===== src/rtl/uart_tx_arbiter_pkg.sv =====
// Shared types and defaults for the UART TX packet arbiter (and the serial bus arbiters that reuse rr_pick).
// Holds the FSM state encoding, default parameters and the baud-rate constants shared with uart_tx.
package uart_tx_arbiter_pkg;

    typedef enum logic [2:0] {
        IDLE  = 3'd0,
        ARB   = 3'd1,
        LOAD  = 3'd2,
        BUSY  = 3'd3,
        DRAIN = 3'd4
    } arb_state_e;

    localparam int unsigned DEF_NREQ        = 4;
    localparam int unsigned DEF_TIMEOUT_CYC = 2500;
    localparam int unsigned TIMEOUT_CNT_W   = 28;

    localparam int unsigned CLK_HZ  = 50_000_000;
    localparam int unsigned B9600   = 9600;
    localparam int unsigned B19200  = 19200;
    localparam int unsigned B57600  = 57600;
    localparam int unsigned B115200 = 115200;

    // Rounded clock divider for a given baud rate.
    function automatic int unsigned baud_div(input int unsigned baud);
        return (CLK_HZ + baud / 2) / baud;
    endfunction

endpackage


===== src/rtl/uart_tx_arbiter_rr_pick.sv =====
// rr_pick: combinational round-robin search. Returns the first set req bit at or after ptr,
// wrapping from NREQ-1 back to 0, plus a flag that any request is present.
module rr_pick #(
    parameter  int unsigned NREQ = 4,
    localparam int unsigned PW   = $clog2(NREQ)
) (
    input  logic [NREQ-1:0] req,
    input  logic [PW-1:0]   ptr,
    output logic [PW-1:0]   winner,
    output logic            any
);

    always_comb begin
        int unsigned k;
        k      = 0;
        winner = '0;
        any    = 1'b0;
        for (int unsigned i = 0; i < NREQ; i++) begin
            k = (32'(ptr) + i) % NREQ;
            if (!any && req[k[PW-1:0]]) begin
                any    = 1'b1;
                winner = k[PW-1:0];
            end
        end
    end

endmodule


===== src/rtl/uart_tx_arbiter.sv =====
// uart_tx_arbiter: packet-level round-robin sharing of one uart_tx among NREQ sources.
// Optional stalled-owner release is built only when UART_ARB_TIMEOUT_EN is defined.
module uart_tx_arbiter
    import uart_tx_arbiter_pkg::*;
#(
    parameter int unsigned NREQ        = DEF_NREQ,
    parameter int unsigned TIMEOUT_CYC = DEF_TIMEOUT_CYC
) (
    input  logic              clk,
    input  logic              rst,
    input  logic [NREQ-1:0]   req,
    input  logic [NREQ-1:0]   valid,
    input  logic [8*NREQ-1:0] data,
    input  logic [NREQ-1:0]   last,
    output logic [NREQ-1:0]   accept,
    output logic [NREQ-1:0]   gnt,
    output logic [7:0]        tx_data,
    output logic              tx_start,
    input  logic              tx_ready,
    output logic              timeout
);

    localparam int unsigned PW = $clog2(NREQ);

    if (NREQ < 2 || NREQ > 8 || TIMEOUT_CYC == 0) begin : g_cfg_check
        $error("uart_tx_arbiter: NREQ must be 2..8 and TIMEOUT_CYC nonzero");
    end

    arb_state_e      state_q, state_d;
    logic [NREQ-1:0] gnt_q, gnt_d;
    logic [NREQ-1:0] accept_q, accept_d;
    logic [PW-1:0]   own_q, own_d;
    logic [PW-1:0]   ptr_q, ptr_d;
    logic [7:0]      tx_data_q, tx_data_d;
    logic            tx_start_q, tx_start_d;
    logic            is_last_q, is_last_d;
    logic            timeout_q, timeout_d;
`ifdef UART_ARB_TIMEOUT_EN
    logic [TIMEOUT_CNT_W-1:0] cnt_q, cnt_d;
`endif

    logic [PW-1:0] pick_idx;
    logic          pick_any;
    logic          own_req, own_valid, own_last;
    logic [7:0]    own_byte;

    rr_pick #(.NREQ(NREQ)) u_pick (
        .req    (req),
        .ptr    (ptr_q),
        .winner (pick_idx),
        .any    (pick_any)
    );

    // Only the current owner's lane is ever observed.
    always_comb begin
        own_req   = 1'b0;
        own_valid = 1'b0;
        own_last  = 1'b0;
        own_byte  = '0;
        for (int unsigned i = 0; i < NREQ; i++) begin
            if (own_q == PW'(i)) begin
                own_req   = req[i];
                own_valid = valid[i];
                own_last  = last[i];
                own_byte  = data[8*i +: 8];
            end
        end
    end

    always_comb begin
        state_d    = state_q;
        gnt_d      = gnt_q;
        own_d      = own_q;
        ptr_d      = ptr_q;
        tx_data_d  = tx_data_q;
        tx_start_d = 1'b0;
        accept_d   = '0;
        is_last_d  = is_last_q;
        timeout_d  = 1'b0;
`ifdef UART_ARB_TIMEOUT_EN
        cnt_d      = cnt_q;
`endif
        case (state_q)
            IDLE: begin
                if (|req) state_d = ARB;
            end
            ARB: begin
                if (pick_any) begin
                    gnt_d           = '0;
                    gnt_d[pick_idx] = 1'b1;
                    own_d           = pick_idx;
                    ptr_d           = (pick_idx == PW'(NREQ - 1)) ? '0 : pick_idx + 1'b1;
                    state_d         = LOAD;
`ifdef UART_ARB_TIMEOUT_EN
                    cnt_d           = '0;
`endif
                end else begin
                    state_d = IDLE;
                end
            end
            LOAD: begin
                if (!own_req) begin
                    gnt_d   = '0;
                    state_d = IDLE;
                end else if (own_valid && tx_ready) begin
                    tx_data_d       = own_byte;
                    tx_start_d      = 1'b1;
                    accept_d[own_q] = 1'b1;
                    is_last_d       = own_last;
                    state_d         = BUSY;
                end
`ifdef UART_ARB_TIMEOUT_EN
                else if (!own_valid) begin
                    if (cnt_q == TIMEOUT_CNT_W'(TIMEOUT_CYC - 1)) begin
                        gnt_d     = '0;
                        timeout_d = 1'b1;
                        state_d   = IDLE;
                    end else begin
                        cnt_d = cnt_q + 1'b1;
                    end
                end
`endif
            end
            BUSY: begin
                if (!tx_ready) state_d = DRAIN;
            end
            DRAIN: begin
                if (tx_ready) begin
                    if (is_last_q) begin
                        gnt_d   = '0;
                        state_d = IDLE;
                    end else begin
                        state_d = LOAD;
`ifdef UART_ARB_TIMEOUT_EN
                        cnt_d   = '0;
`endif
                    end
                end
            end
            default: state_d = IDLE;
        endcase
    end

    always_ff @(posedge clk) begin
        if (!rst) begin
            state_q    <= IDLE;
            gnt_q      <= '0;
            accept_q   <= '0;
            own_q      <= '0;
            ptr_q      <= '0;
            tx_data_q  <= 8'h00;
            tx_start_q <= 1'b0;
            is_last_q  <= 1'b0;
            timeout_q  <= 1'b0;
`ifdef UART_ARB_TIMEOUT_EN
            cnt_q      <= '0;
`endif
        end else begin
            state_q    <= state_d;
            gnt_q      <= gnt_d;
            accept_q   <= accept_d;
            own_q      <= own_d;
            ptr_q      <= ptr_d;
            tx_data_q  <= tx_data_d;
            tx_start_q <= tx_start_d;
            is_last_q  <= is_last_d;
            timeout_q  <= timeout_d;
`ifdef UART_ARB_TIMEOUT_EN
            cnt_q      <= cnt_d;
`endif
        end
    end

    assign gnt      = gnt_q;
    assign accept   = accept_q;
    assign tx_data  = tx_data_q;
    assign tx_start = tx_start_q;
    assign timeout  = timeout_q;

endmodule


===== config.mk =====
export PLATFORM = sky130hd
export DESIGN_NAME = uart_tx_arbiter
export DESIGN_NICKNAME = d
export VERILOG_FILES = /design/src/rtl/uart_tx_arbiter_pkg.sv /design/src/rtl/uart_tx_arbiter_rr_pick.sv /design/src/rtl/uart_tx_arbiter.sv
export SDC_FILE = /design/constraint.sdc
export NUM_CORES = 1
export LEC_CHECK = 0
export CORE_UTILIZATION = 35
export CTS_CLUSTER_SIZE = 10
export DETAILED_ROUTE_END_ITERATION = 10
export PLACE_DENSITY = 0.69
export SYNTH_ARGS = -nofsm -noshare
export SYNTH_HDL_FRONTEND = slang
export SYNTH_SLANG_ARGS = --single-unit

===== constraint.sdc =====
create_clock -name clk -period 2.55 [get_ports clk]
set_input_delay 0.6375 -clock clk [delete_from_list [all_inputs] [get_ports clk]]
set_output_delay 0.6375 -clock clk [all_outputs]
set_load 0.05 [all_outputs]

==> results.json <==
{
  "outcome": "finished clean",
  "drtIter0Drc": 45,
  "reg2reg_from": "own_q[0]",
  "drtAntennaViolNets": 0,
  "combPwrFrac_pct": 47.3,
  "rows": 23,
  "via_per_inst": 5.12,
  "cts.sinks": 25,
  "hold_buffers": 0,
  "final-setup-viol-count": 0,
  "cts_buffers": 3,
  "fin_crit_sh_pct": 86.9,
  "clock_power_share_pct": 16.1,
  "crit_required_ps": 2700,
  "r2r-end": "tx_data[0]",
  "switchingPower_mw": 0.561,
  "drive_gt1_share_pct": 15.3,
  "diodes": 0,
  "synth.largest_area_cell": "dfxtp_1",
  "netlist.area_leader.share_pct": 33.7,
  "synth-seq-area-share_pct": 33.7,
  "grt_pass1_vias": 1217,
  "maxCapViolCount": 0,
  "grt_pass1_wl_um": 5510,
  "clk_latency_ps": 270,
  "fin_tns_setup_ps": 0,
  "report.final.slew_viol_count": 0,
  "finClkSkew_ps": 0.839,
  "area_growth_pct": 50.4,
  "ys_ff_latch": 25,
  "cellLeakagePower_nw": 0.889,
  "dp_hpwl_um": 3140,
  "final.min_clock_period_ps": 2220,
  "hold_start": "gnt[2]",
  "numPortBuffers": 63,
  "worstHoldEndpoint": "gnt[2]",
  "grt_use_total_pct": 16.3,
  "routed_wl_um": 3870,
  "grt_start_max_net_pins": 16,
  "core_mm2": 0.00403,
  "dieArea_mm2": 0.00451,
  "async_reset_ff_share_pct": 0,
  "switching_share_pct": 37.3,
  "grt_use_met2_pct": 30.6,
  "critPathMaxStageDelay_ps": 560,
  "instances_no_fill": 259,
  "synthDistinctLibCells": 43,
  "synth_fp_nets": 195,
  "fmaxAchievable_mhz": 451,
  "cts_setup_buffers": 0,
  "rr_worst_depth": 5,
  "vias": 1327,
  "cts_tree": "built",
  "syn_area_mm2": 0.00149,
  "arrival_ps": 2370,
  "placed_cells": 255,
  "startpoint_type": "input port",
  "wire_per_inst_um": 14.9,
  "root_buffer": "clkbuf_8",
  "critPathMaxFanout": 7,
  "tightest_slew_ps": 530,
  "grt_use_met1_pct": 19.1,
  "internal_power_mw": 0.941,
  "synth_edf_count": 0,
  "relSlewSlack_pct": 64.5,
  "worst_hold_path_type": "flip-flop to flip-flop",
  "power.density_mw_per_mm2": 672,
  "synthTopCellsByCount": "dfxtp_1 (25), mux2i_1 (14), nand2_1 (14)",
  "fp.dieW_um": 67.1,
  "antenna_found_initial": 0,
  "pwr-share-seq_pct": 36.6,
  "drtPass1Iterations": 4,
  "synth.most_common_cell": "dfxtp_1",
  "post_cts_resized": 0,
  "finalHoldViolations": 0,
  "cpMaxStageDelayCell": "or4_1",
  "worst-setup-path-type": "input port to flip-flop",
  "cts.clk_slew.worst_paths_ps": 90,
  "ir_drop_uv": 301,
  "synth_ff_type": "dfxtp_1",
  "avgSynthCellArea_um2": 10.3,
  "start_util_pct": 36.9,
  "gp_congestion": 0.865,
  "final_core_util_pct": 55.4,
  "final_nets": 261,
  "ioPinCount": 65,
  "grt_use_met3_pct": 1.52,
  "grt-ovfl-total": 0,
  "endpoint_kind": "flip-flop",
  "post-route-drc-count": 0,
  "synth.area.top_cells": "dfxtp_1 (34%), mux4_2 (17%), mux2i_1 (9.4%)",
  "htree_levels": 1,
  "cp_cell_sequence": "clkdlybuf4s50_1 -> or4_1 -> nand4_1 -> inv_1 -> ha_1 -> mux2i_1 -> nor2_1",
  "synth_warnings": 0,
  "rrSetupSlack_ps": 620,
  "die_y_um": 67.1,
  "rsz0062_at_grt": "no",
  "clock_path_buffers": 2,
  "top_usage_layer": "met2",
  "holdPathStages": 2,
  "synthCells": 144
}
-- through the flow --
| step | worst slack (ps) | hold WS [ps] | total power [mW] | cell area, um^2 |
|---|---|---|---|---|
| 6_report | 334 | 472 | 1.50 | 2230 |
| 5_1_grt | 226 | 504 | 1.59 | 2230 |
| 4_1_cts | 341 | 473 | 1.51 | 2230 |
| 3_5_place_dp | 45.0 | 461 | 1.27 | 2180 |
| 3_3_place_gp | 114 | 454 | 1.24 | 2180 |
| 2_1_floorplan | 570 | 463 | 1.03 | 1490 |
-- metal layers --
| layer | part of all wire [%] | routed length [um] |
|---|---|---|
| met1 | 40 | 1570 |
| met2 | 54 | 2100 |
| met3 | 3.7 | 144 |
| met4 | 1.4 | 54 |
| met5 | 0 | 0 |
-- cell usage in the layout (no fill, tap or decap), types with 2 or more instances in the layout --
master and count:
clkbuf_8 3, mux4_2 11, inv_1 5, ha_1 4, nor3b_1 2, mux2_2 2
clkdlybuf4s50_1 63, nand4_1 4, o22ai_1 2, o21a_1 4, nand2_1 14, dfxtp_1 25
mux2i_1 14, a21oi_1 6, xnor2_1 2, nor2_1 12, nand2b_1 3, buf_4 8
-- power by group through the flow --
stage	combinational, mW	sequential (mW)	clock, mW
global placement	0.692	0.549	0
global route	0.760	0.558	0.267
floorplan	0.462	0.567	0
detailed placement	0.711	0.558	0
CTS	0.714	0.547	0.251
finish	0.710	0.550	0.242
-- layout make-up --
cell class                 instances  area (um^2)
fill                             365         1800
multi-input combinational        102          888
timing repair buffer              72          711
sequential                        25          500
tap                               50         62.6
clock buffer                       3         41.3
inverter                           6         22.5
clock inverter                     1         7.51
-- how the worst max path moves through the flow --
stage               slack (ps)  cells past startpoint   start    endpoint
floorplan                  570                      6  req[1]    ptr_q[1]
global placement           110                      6  req[0]  tx_data[4]
detailed placement          40                      6  req[0]  tx_data[3]
CTS                        340                      6  req[0]  state_q[0]
global route               230                      7  req[0]    ptr_q[1]
finish                     330                      7  req[0]    ptr_q[1]
-- sequential cells by signal, indices dropped and copies added (netlist names) --
name       count
own_q          2
state_q        3
gnt            4
tx_start       1
is_last_q      1
ptr_q          2
accept         4
tx_data        8
-- cells by family after synthesis --
group	share of synthesized area, %
simple gates	17.1
mux	27.6
flops	33.7
compound gates	10.3
buf+inv	6.49
fa+ha+maj	3.37
xor+xnor	1.18
other cells	0.252
-- critical path: cells and delay by family --
family        cells  cell delay (ps)
simple gates      3              730
buf+inv           2              600
fa+ha+maj         1              270
mux               1              130
Note: power is estimated with default switching activity, not from simulation.
